<file path="config.mk">
export PLATFORM = sky130hd
export DESIGN_NAME = rf_port_master
export DESIGN_NICKNAME = d
export VERILOG_FILES = /design/src/rtl/rf_master_pkg.sv /design/src/rtl/rf_op_alu.sv /design/src/rtl/rf_port_master.sv
export SDC_FILE = /design/constraint.sdc
export NUM_CORES = 1
export LEC_CHECK = 0
export BUFFER_PORTS_ARGS = -buffer_cell sky130_fd_sc_hd__buf_2
export CAP_MARGIN = 20
export CORE_MARGIN = 1
export CORE_UTILIZATION = 40
export CTS_BUF_LIST = sky130_fd_sc_hd__clkbuf_4 sky130_fd_sc_hd__clkbuf_8
export DETAILED_ROUTE_END_ITERATION = 7
export PLACE_DENSITY = 0.73
export SYNTH_ARGS = -nofsm -noshare
export SYNTH_HDL_FRONTEND = slang
export SYNTH_SLANG_ARGS = --single-unit
export TNS_END_PERCENT = 1
</file>
<file path="constraint.sdc">
create_clock -name clk -period 4.3 [get_ports clk]
set_clock_uncertainty 0.05 [all_clocks]
set_input_delay 0.43 -clock clk [delete_from_list [all_inputs] [get_ports clk]]
set_output_delay 0.43 -clock clk [all_outputs]
set_load 0.02 [all_outputs]
</file>
<file path="src/rtl/rf_master_pkg.sv">
// rtl/rf_master_pkg.sv - shared types and defaults for the register-file port master
package rf_master_pkg;

    localparam int RF_AW = 3;
    localparam int RF_DW = 4;

    typedef enum logic [1:0] {
        OP_READ  = 2'b00,
        OP_WRITE = 2'b01,
        OP_ADD   = 2'b10,
        OP_XOR   = 2'b11
    } op_e;

    typedef enum logic [1:0] {
        ST_IDLE  = 2'b00,
        ST_EXEC  = 2'b01,
        ST_RESP  = 2'b10,
        ST_SCRUB = 2'b11
    } state_e;

endpackage

</file>
<file path="src/rtl/rf_op_alu.sv">
// rtl/rf_op_alu.sv - combinational read-modify-write operation unit
//
// Ports:
//   op      in   latched command opcode
//   old_val in   current register contents (RF combinational read)
//   data    in   command operand
//   wr_val  out  value to write back
//   wr_en   out  write-back required (all ops except READ)
//   result  out  response data
//   carry   out  ADD carry-out, 0 otherwise
module rf_op_alu
    import rf_master_pkg::*;
#(
    parameter int DW = RF_DW
) (
    input  op_e           op,
    input  logic [DW-1:0] old_val,
    input  logic [DW-1:0] data,
    output logic [DW-1:0] wr_val,
    output logic          wr_en,
    output logic [DW-1:0] result,
    output logic          carry
);

    logic [DW:0] sum;

    always_comb begin
        sum    = {1'b0, old_val} + {1'b0, data};
        wr_val = old_val;
        wr_en  = 1'b0;
        result = old_val;
        carry  = 1'b0;
        case (op)
            OP_READ: begin
                result = old_val;
            end
            OP_WRITE: begin
                // Response returns the contents being overwritten.
                wr_val = data;
                wr_en  = 1'b1;
                result = old_val;
            end
            OP_ADD: begin
                wr_val = sum[DW-1:0];
                wr_en  = 1'b1;
                result = sum[DW-1:0];
                carry  = sum[DW];
            end
            OP_XOR: begin
                wr_val = old_val ^ data;
                wr_en  = 1'b1;
                result = old_val ^ data;
            end
            default: begin
                wr_en = 1'b0;
            end
        endcase
    end

endmodule

</file>
<file path="src/rtl/rf_port_master.sv">
// rtl/rf_port_master.sv - command-side initiator for the register file (READ/WRITE/ADD/XOR)
//
// Optional feature: define RF_SCRUB_EN to zero every RF entry after reset.
//
// Ports:
//   clk, rst_n                    clock, async active-low reset
//   cmd_valid/cmd_ready           command handshake
//   cmd_op/cmd_addr/cmd_data      command fields
//   rsp_valid/rsp_ready           response handshake
//   rsp_data/rsp_carry            response result and ADD carry
//   rf_wr_addr/rf_wr_val/rf_wr_en RF write port
//   rf_rd_addr/rf_rd_val          RF combinational read port
//   busy                          state is not IDLE
module rf_port_master
    import rf_master_pkg::*;
#(
    parameter int AW = RF_AW,
    parameter int DW = RF_DW
) (
    input  logic          clk,
    input  logic          rst_n,
    input  logic          cmd_valid,
    output logic          cmd_ready,
    input  logic [1:0]    cmd_op,
    input  logic [AW-1:0] cmd_addr,
    input  logic [DW-1:0] cmd_data,
    output logic          rsp_valid,
    input  logic          rsp_ready,
    output logic [DW-1:0] rsp_data,
    output logic          rsp_carry,
    output logic [AW-1:0] rf_wr_addr,
    output logic [DW-1:0] rf_wr_val,
    output logic          rf_wr_en,
    output logic [AW-1:0] rf_rd_addr,
    input  logic [DW-1:0] rf_rd_val,
    output logic          busy
);

    localparam int NREG = 2 ** AW;

    state_e        state;
    state_e        state_nxt;
    op_e           lat_op;
    logic [AW-1:0] lat_addr;
    logic [DW-1:0] lat_data;
    logic [DW-1:0] rsp_data_q;
    logic          rsp_carry_q;

    logic [DW-1:0] alu_wr_val;
    logic          alu_wr_en;
    logic [DW-1:0] alu_result;
    logic          alu_carry;

`ifdef RF_SCRUB_EN
    logic [AW-1:0] scrub_idx;
`endif

    rf_op_alu #(.DW(DW)) u_alu (
        .op      (lat_op),
        .old_val (rf_rd_val),
        .data    (lat_data),
        .wr_val  (alu_wr_val),
        .wr_en   (alu_wr_en),
        .result  (alu_result),
        .carry   (alu_carry)
    );

    always_ff @(posedge clk or negedge rst_n) begin
        if (!rst_n) begin
`ifdef RF_SCRUB_EN
            state <= ST_SCRUB;
`else
            state <= ST_IDLE;
`endif
        end else begin
            state <= state_nxt;
        end
    end

    always_ff @(posedge clk or negedge rst_n) begin
        if (!rst_n) begin
            lat_op      <= OP_READ;
            lat_addr    <= '0;
            lat_data    <= '0;
            rsp_data_q  <= '0;
            rsp_carry_q <= 1'b0;
        end else begin
            if (state == ST_IDLE && cmd_valid) begin
                lat_op   <= op_e'(cmd_op);
                lat_addr <= cmd_addr;
                lat_data <= cmd_data;
            end
            if (state == ST_EXEC) begin
                rsp_data_q  <= alu_result;
                rsp_carry_q <= alu_carry;
            end
        end
    end

`ifdef RF_SCRUB_EN
    always_ff @(posedge clk or negedge rst_n) begin
        if (!rst_n) begin
            scrub_idx <= '0;
        end else if (state == ST_SCRUB) begin
            scrub_idx <= scrub_idx + 1'b1;
        end
    end
`endif

    assign rf_rd_addr = lat_addr;
    assign rsp_data   = rsp_data_q;
    assign rsp_carry  = rsp_carry_q;

    // Handshake and write strobes are qualified with rst_n so every output
    // is 0 while reset is held, even though the reset state of a scrubbing
    // build is SCRUB rather than IDLE.
    always_comb begin
        state_nxt  = state;
        cmd_ready  = 1'b0;
        rsp_valid  = 1'b0;
        rf_wr_en   = 1'b0;
        rf_wr_addr = lat_addr;
        rf_wr_val  = '0;
        busy       = rst_n && (state != ST_IDLE);
        case (state)
            ST_IDLE: begin
                cmd_ready = rst_n;
                if (cmd_valid) begin
                    state_nxt = ST_EXEC;
                end
            end
            ST_EXEC: begin
                rf_wr_en  = alu_wr_en;
                rf_wr_val = alu_wr_val;
                state_nxt = ST_RESP;
            end
            ST_RESP: begin
                rsp_valid = 1'b1;
                if (rsp_ready) begin
                    state_nxt = ST_IDLE;
                end
            end
            ST_SCRUB: begin
`ifdef RF_SCRUB_EN
                rf_wr_en   = rst_n;
                rf_wr_addr = scrub_idx;
                rf_wr_val  = '0;
                if (scrub_idx == AW'(NREG - 1)) begin
                    state_nxt = ST_IDLE;
                end
`else
                state_nxt = ST_IDLE;
`endif
            end
            default: begin
                state_nxt = ST_IDLE;
            end
        endcase
    end

endmodule

</file>
==> results of run 1 <==
critical path, delay by kind of cell (launching register included):
kind,cells,cell delay [ns]
compound gates,2,0.39
xor+xnor,1,0.07
fa+ha+maj,2,0.55
buf+inv,2,0.24
flops,1,0.39
simple gates,1,0.12
cells in the final DEF, fill, tap and decap left out, drive strengths merged, types with 2 or more instances in the layout:
cell type	count
ha	4
nand2b	2
and2	3
nand2	6
o21ai	7
dfrtp	16
mux2i	4
clkbuf	4
inv	6
nor2	11
a22o	2
mux2	7
buf	35
a21oi	5
cells by family (layout without fill, tap and decap cells):
family | after synthesis | count (layout) | synth area share [%]
simple gates | 26 | 26 | 13.2
flops | 16 | 16 | 44.1
buf+inv | 13 | 45 | 7.17
fa+ha+maj | 5 | 5 | 7.72
mux | 11 | 11 | 13.1
compound gates | 20 | 20 | 13.7
xor+xnor | 1 | 1 | 0.966
routing by layer:
layer | up-vias | wire length (um) | share of wire, % | GRT usage, %
met5 | - | 0 | 0 | 0
met1 | 344 | 814 | 45 | 19.8
met4 | 0 | 17 | 0.94 | 7.14
li1 | 379 | - | - | -
met3 | 4 | 87 | 4.8 | 2.16
met2 | 26 | 881 | 49 | 28.6
how the worst max path moves through the flow:
stage                     depth (start not counted)           end
after CTS                                         8  rf_wr_val[2]
after floorplan                                   7  rf_wr_val[2]
final                                             8  rf_wr_val[2]
after global placement                            9  rf_wr_val[2]
after global routing                              8  rf_wr_val[2]
after detailed placement                          9  rf_wr_val[2]
per-stage QoR:
| stage | power, mW | utilization, % | std cells | hold WS (ns) |
|---|---|---|---|---|
| 2_1_floorplan | 0.653 | - | 92 | 0.0844 |
| 3_3_place_gp | 0.748 | 52.6 | 147 | 0.324 |
| 3_5_place_dp | 0.759 | 52.6 | 147 | 0.326 |
| 4_1_cts | 0.866 | 54.4 | 151 | 0.00320 |
| 5_1_grt | 0.934 | 54.4 | 151 | 0.0156 |
| 6_report | 0.859 | 54.4 | 151 | -0.000474 |
power groups by stage:
stage | registers [mW] | logic, mW | clock network, mW
after floorplan | 0.314 | 0.339 | 0
after global routing | 0.311 | 0.513 | 0.111
final | 0.297 | 0.462 | 0.0997
after global placement | 0.296 | 0.452 | 0
after CTS | 0.297 | 0.465 | 0.105
after detailed placement | 0.300 | 0.460 | 0
state kept, by name (all words and copies together), names as in the netlist:
signal / count
lat_data: 4
lat_op: 2
rf_rd_addr: 3
rsp_carry: 1
rsp_data: 4
state: 2
layout make-up:
cell class | instances | area (um2)
clock buffers | 4 | 36.3
fillers | 218 | 932
inverters | 6 | 22.5
multi-input cells | 63 | 442
flip-flops and latches | 16 | 400
well taps | 27 | 33.8
repair buffers | 35 | 175
==> results by group, run 1 <==
Layout
  – NumNets Final: 147
  – Post-route cell area: 0.00111 mm2
  – Antenna Cells: 0
  – Synthesis-to-layout area growth: 22.3%
  – Share of layout cells above drive strength 1: 37.9%

Setup path
  – Slowest CP cell: dfrtp_1
  – Data arrival time of the worst path: 2.06 ns
  – Crit Path Category: reg2out
  – R2r startpoint: lat_data[0]
  – Crit. End Element: output port
  – Req. time, crit path: 3.82 ns
  – CP startpoint: lat_data[0]
  – Worst R2R Path Depth: 7
  – Critical Path, Cell by Cell: ha_1 > inv_1 > fa_1 > nor2_1 > xnor2_1 > a21oi_1 > a21boi_0 > buf_2
  – Worst R2R End: rsp_data[2]
  – Delay of the slowest critical-path stage: 0.39 ns
  – Highest fanout seen on the critical path: 3
  – R2R Setup Slk: 2.60 ns
  – Worst setup SP type: register

Detailed routing
  – Post-route ant nets: 0
  – Vias: 753
  – Wirelength per Cell: 11.9 um
  – Detailed Route WL: 1800 um
  – DRC viols: 0
  – Via density: 4.99
  – Iter 0 DRT Violations: 9
  – First-pass DRT Iterations: 4

Clocking
  – Root Driver: clkbuf_4
  – Longest Clk Path Bufs: 2
  – Clk slew on worst S/H paths: 0.10 ns
  – Sink Count: 16
  – H-tree Lvls: 1
  – Clock latency on the worst-skew pair: 0.28 ns
  – CTS tree: done
  – Post-CTS setup buffer count: 0
  – CTS resizes: 0
  – CTS Hold Bufs: 0
  – CTS buffer count: 3

Synth
  – Yosys warning total: 0
  – Leading cell types by count after synthesis: dfrtp_1, nor2_1, mux2_2, o21ai_0
  – Yosys reg bits: 16
  – Top-area cell type share of the netlist area: 44.1%
  – Post-synth EDFFs: 0
  – Post-Synthesis Net Count: 114
  – Post-synth ARST share: 100%
  – Synth Cell Area: 907 um2
  – Sequential area share after synthesis: 44.1%
  – Area leader, netlist: dfrtp_1
  – Average cell area after synthesis: 9.86 um2
  – Largest cells by area after synthesis: dfrtp_1, mux2_2, ha_1, nor2_1, mux2i_1
  – Mapped Cells: 92
  – Dominant synthesized flop cell: dfrtp_1
  – Most numerous cell in the Yosys netlist: dfrtp_1
  – Count of different cell masters after synthesis: 27

Power
  – Internal power: 0.471 mW
  – Sw Ratio: 45.2%
  – Pwr/cell area: 774 mW/mm2
  – Leak: 0.578 nW
  – Max VDD drop: 0.000374 V
  – Flop pwr share: 34.6%
  – Comb pwr share: 53.8%
  – NetSw: 0.388 mW
  – Clock group share of total power: 11.6%

Timing
  – Worst rel slew slack: 63.5%
  – Max-slew violations: 0
  – PnR worst setup slack: 1.76 ns
  – RSZ-0062 raised after global routing: false
  – Tcrit/Tclk final: 59.0%
  – Clock period minus worst slack: 2.54 ns
  – Hold Slack: -0.000474 ns
  – Fin. Hold Viols: 1
  – Final setup viols: 0
  – Setup TNS: 0 ns
  – Highest Clock Rate: 0.394 GHz
  – Worst Tran Pin Value: 0.547 ns

Status
  – Failing checks: hold timing
  – Outcome: finished with violations

Placed design
  – DP Area: 0.00107 mm2
  – Worst slack, placed: 1.92 ns
  – Routability-driven placement congestion ratio: 0.794
  – Dpl hpwl: 1310 um
  – PortBufs: 35

Global routing
  – Initial antenna violation count: 0
  – First-pass GRT wire length: 3090 um
  – Vias in the first global route: 690
  – Global route overflow: 0
  – All-Layer GR Usage: 16.4%
  – Largest net degree at the start of global routing: 19

Die
  – Die area: 0.00246 mm2
  – Die W: 49.6 um
  – Row count: 16
  – Top Ports: 36
  – Starting Density: 44.4%
  – Die Y: 49.6 um
  – Core ar.: 0.00204 mm2

Run
  – Max-Cap Viols: 0

Worst hold path
  – Hold crit path type: in2async
No activity file was read; power rests on OpenSTA's default activity.
==> inputs of run 2 (changes only) <==
- PLACE_DENSITY: 0.73 -> 0.76
- clock period: 4.3 -> 2.3 ns (I/O delays scaled with it)
==> results by group, run 2 (synthesis gave the netlist of run 1 again) <==
Status
  – Outcome: finished, final reports clean

Clocking
  – Sink Count: 16
  – CTS buffer count: 3
  – Clk slew on worst S/H paths: 0.09 ns
  – Root Driver: clkbuf_4
  – Longest Clk Path Bufs: 2
  – H-tree Lvls: 1
  – CTS tree: done
  – Clock latency on the worst-skew pair: 0.28 ns

Layout
  – Commonest non-fill, non-tap cell in the layout: buf_2
  – Fin util: 56.3%
  – Post-route cell area: 0.00115 mm2
  – Share of layout cells above drive strength 1: 40.6%
  – Most frequent cells in the layout: buf_2, dfrtp_1, nor2_1, mux2_2, buf_4
  – Synthesis-to-layout area growth: 26.8%
  – NumNets Final: 152
  – Antenna Cells: 0
  – Fillers: 192

Setup path
  – R2R Setup Slk: 0.49 ns
  – Crit Path Category: reg2out
  – R2r startpoint: lat_data[0]
  – Worst setup SP type: register
  – Worst R2R Path Depth: 8
  – Data arrival time of the worst path: 1.95 ns
  – Crit. End Element: output port
  – Req. time, crit path: 2.02 ns
  – Highest fanout seen on the critical path: 3
  – Worst R2R End: rsp_data[2]
  – CP startpoint: lat_data[0]

Placed design
  – Routability-driven placement congestion ratio: 0.865
  – Dpl hpwl: 1440 um
  – DP Area: 0.00109 mm2
  – PortBufs: 35
  – Worst slack, placed: 0.278 ns

Die
  – Core ar.: 0.00204 mm2
  – Top Ports: 36
  – Die W: 49.6 um
  – Row count: 16
  – Starting Density: 44.4%
  – Die Y: 49.6 um
  – Die area: 0.00246 mm2

Detailed routing
  – Wirelength per Cell: 12.2 um
  – Iter 0 DRT Violations: 6
  – First-pass DRT Iterations: 4
  – Vias: 778
  – Via density: 5.02
  – Detailed Route WL: 1890 um
  – Post-route ant nets: 0
  – DRC viols: 0

Global routing
  – All-Layer GR Usage: 17.5%
  – Largest net degree at the start of global routing: 19
  – First-pass GRT wire length: 3310 um
  – Vias in the first global route: 772
  – Initial antenna violation count: 0
  – Global route overflow: 0

Worst hold path
  – Min-Delay Path Depth: 2
  – Hold Path Origin: rsp_ready
  – Hold path endpoint: state[1]
  – Hold crit path type: in2reg

Power
  – Final Power: 1.64 mW
  – Pwr/cell area: 1430 mW/mm2
  – Leak: 0.596 nW
  – Max VDD drop: 0.000627 V

Timing
  – Worst rel slew slack: 67.6%
  – Worst Tran Pin Value: 0.486 ns
  – Final setup viols: 0
  – Highest Clock Rate: 0.449 GHz
  – PnR worst setup slack: 0.0705 ns
  – RSZ-0062 raised after global routing: true
  – Tcrit/Tclk final: 96.9%
  – Max-slew violations: 0
  – Clock period minus worst slack: 2.23 ns
  – Hold Slack: 0.0966 ns
  – Fin. Hold Viols: 0

Run
  – Max-Cap Viols: 0
run 2: changes by cell type in the layout (fill, tap and decap cells not counted), sizes merged:
cell	previous run	this run
buf	35	39
clkbuf	4	3
dlygate4sd3	0	1
run 2: how the worst max path moves through the flow:
stage                     cells after the start           end
final                                         8  rf_wr_val[2]
after floorplan                               7  rf_wr_val[2]
after global routing                          8  rf_wr_val[2]
after CTS                                     8  rf_wr_val[2]
after detailed placement                      8  rf_wr_val[2]
after global placement                        8  rf_wr_val[2]
run 2: worst max-delay path, cell delays in order (launching register included):
cell and delay (ns):
dfrtp_1 0.38, ha_1 0.17, inv_1 0.05, fa_1 0.39, nor2_2 0.12, xnor2_1 0.07
a21oi_1 0.15, a21boi_2 0.18, buf_4 0.15
run 2: report_power, final:
group | leakage (nW) | switching (mW) | total [mW] | internal (mW)
Sequential | 0.195 | 0.121 | 0.540 | 0.419
Clock | 0.0138 | 0.0810 | 0.142 | 0.0606
Combinational | 0.387 | 0.542 | 0.963 | 0.421
Total | 0.596 | 0.744 | 1.64 | 0.901
run 2: cell type report:
class	count	area (um2)	area share [%]
Sequential cell	16	400	34.8
Timing Repair Buffer	40	223	19.4
Inverter	6	22.5	1.96
Multi-Input combinational cell	63	448	39.0
Tap cell	27	33.8	2.94
Clock buffer	3	22.5	1.96
run 2: through the flow:
stage               TNS [ns]  instances
finish                     0        155
global route         -0.0486        155
CTS                        0        153
detailed placement         0        149
global placement           0        149
floorplan                  0         92
run 2: what timing repair did:
action | in CTS | in global routing
resized for setup | 3 | 4
endpoints found under the hold margin | 16 | 0
hold buffers | 1 | 0
pin swaps | 0 | 2
endpoints found under the setup margin | 1 | 3
setup buffers | 0 | 2
run 2: metal layers:
metal	part of all wire, %	track usage [%]	vias to the layer above
li1	-	-	385
met1	45	20.8	367
met2	49	29.1	24
met3	4.9	3.40	2
met4	0.95	10.0	0
met5	0	0	-
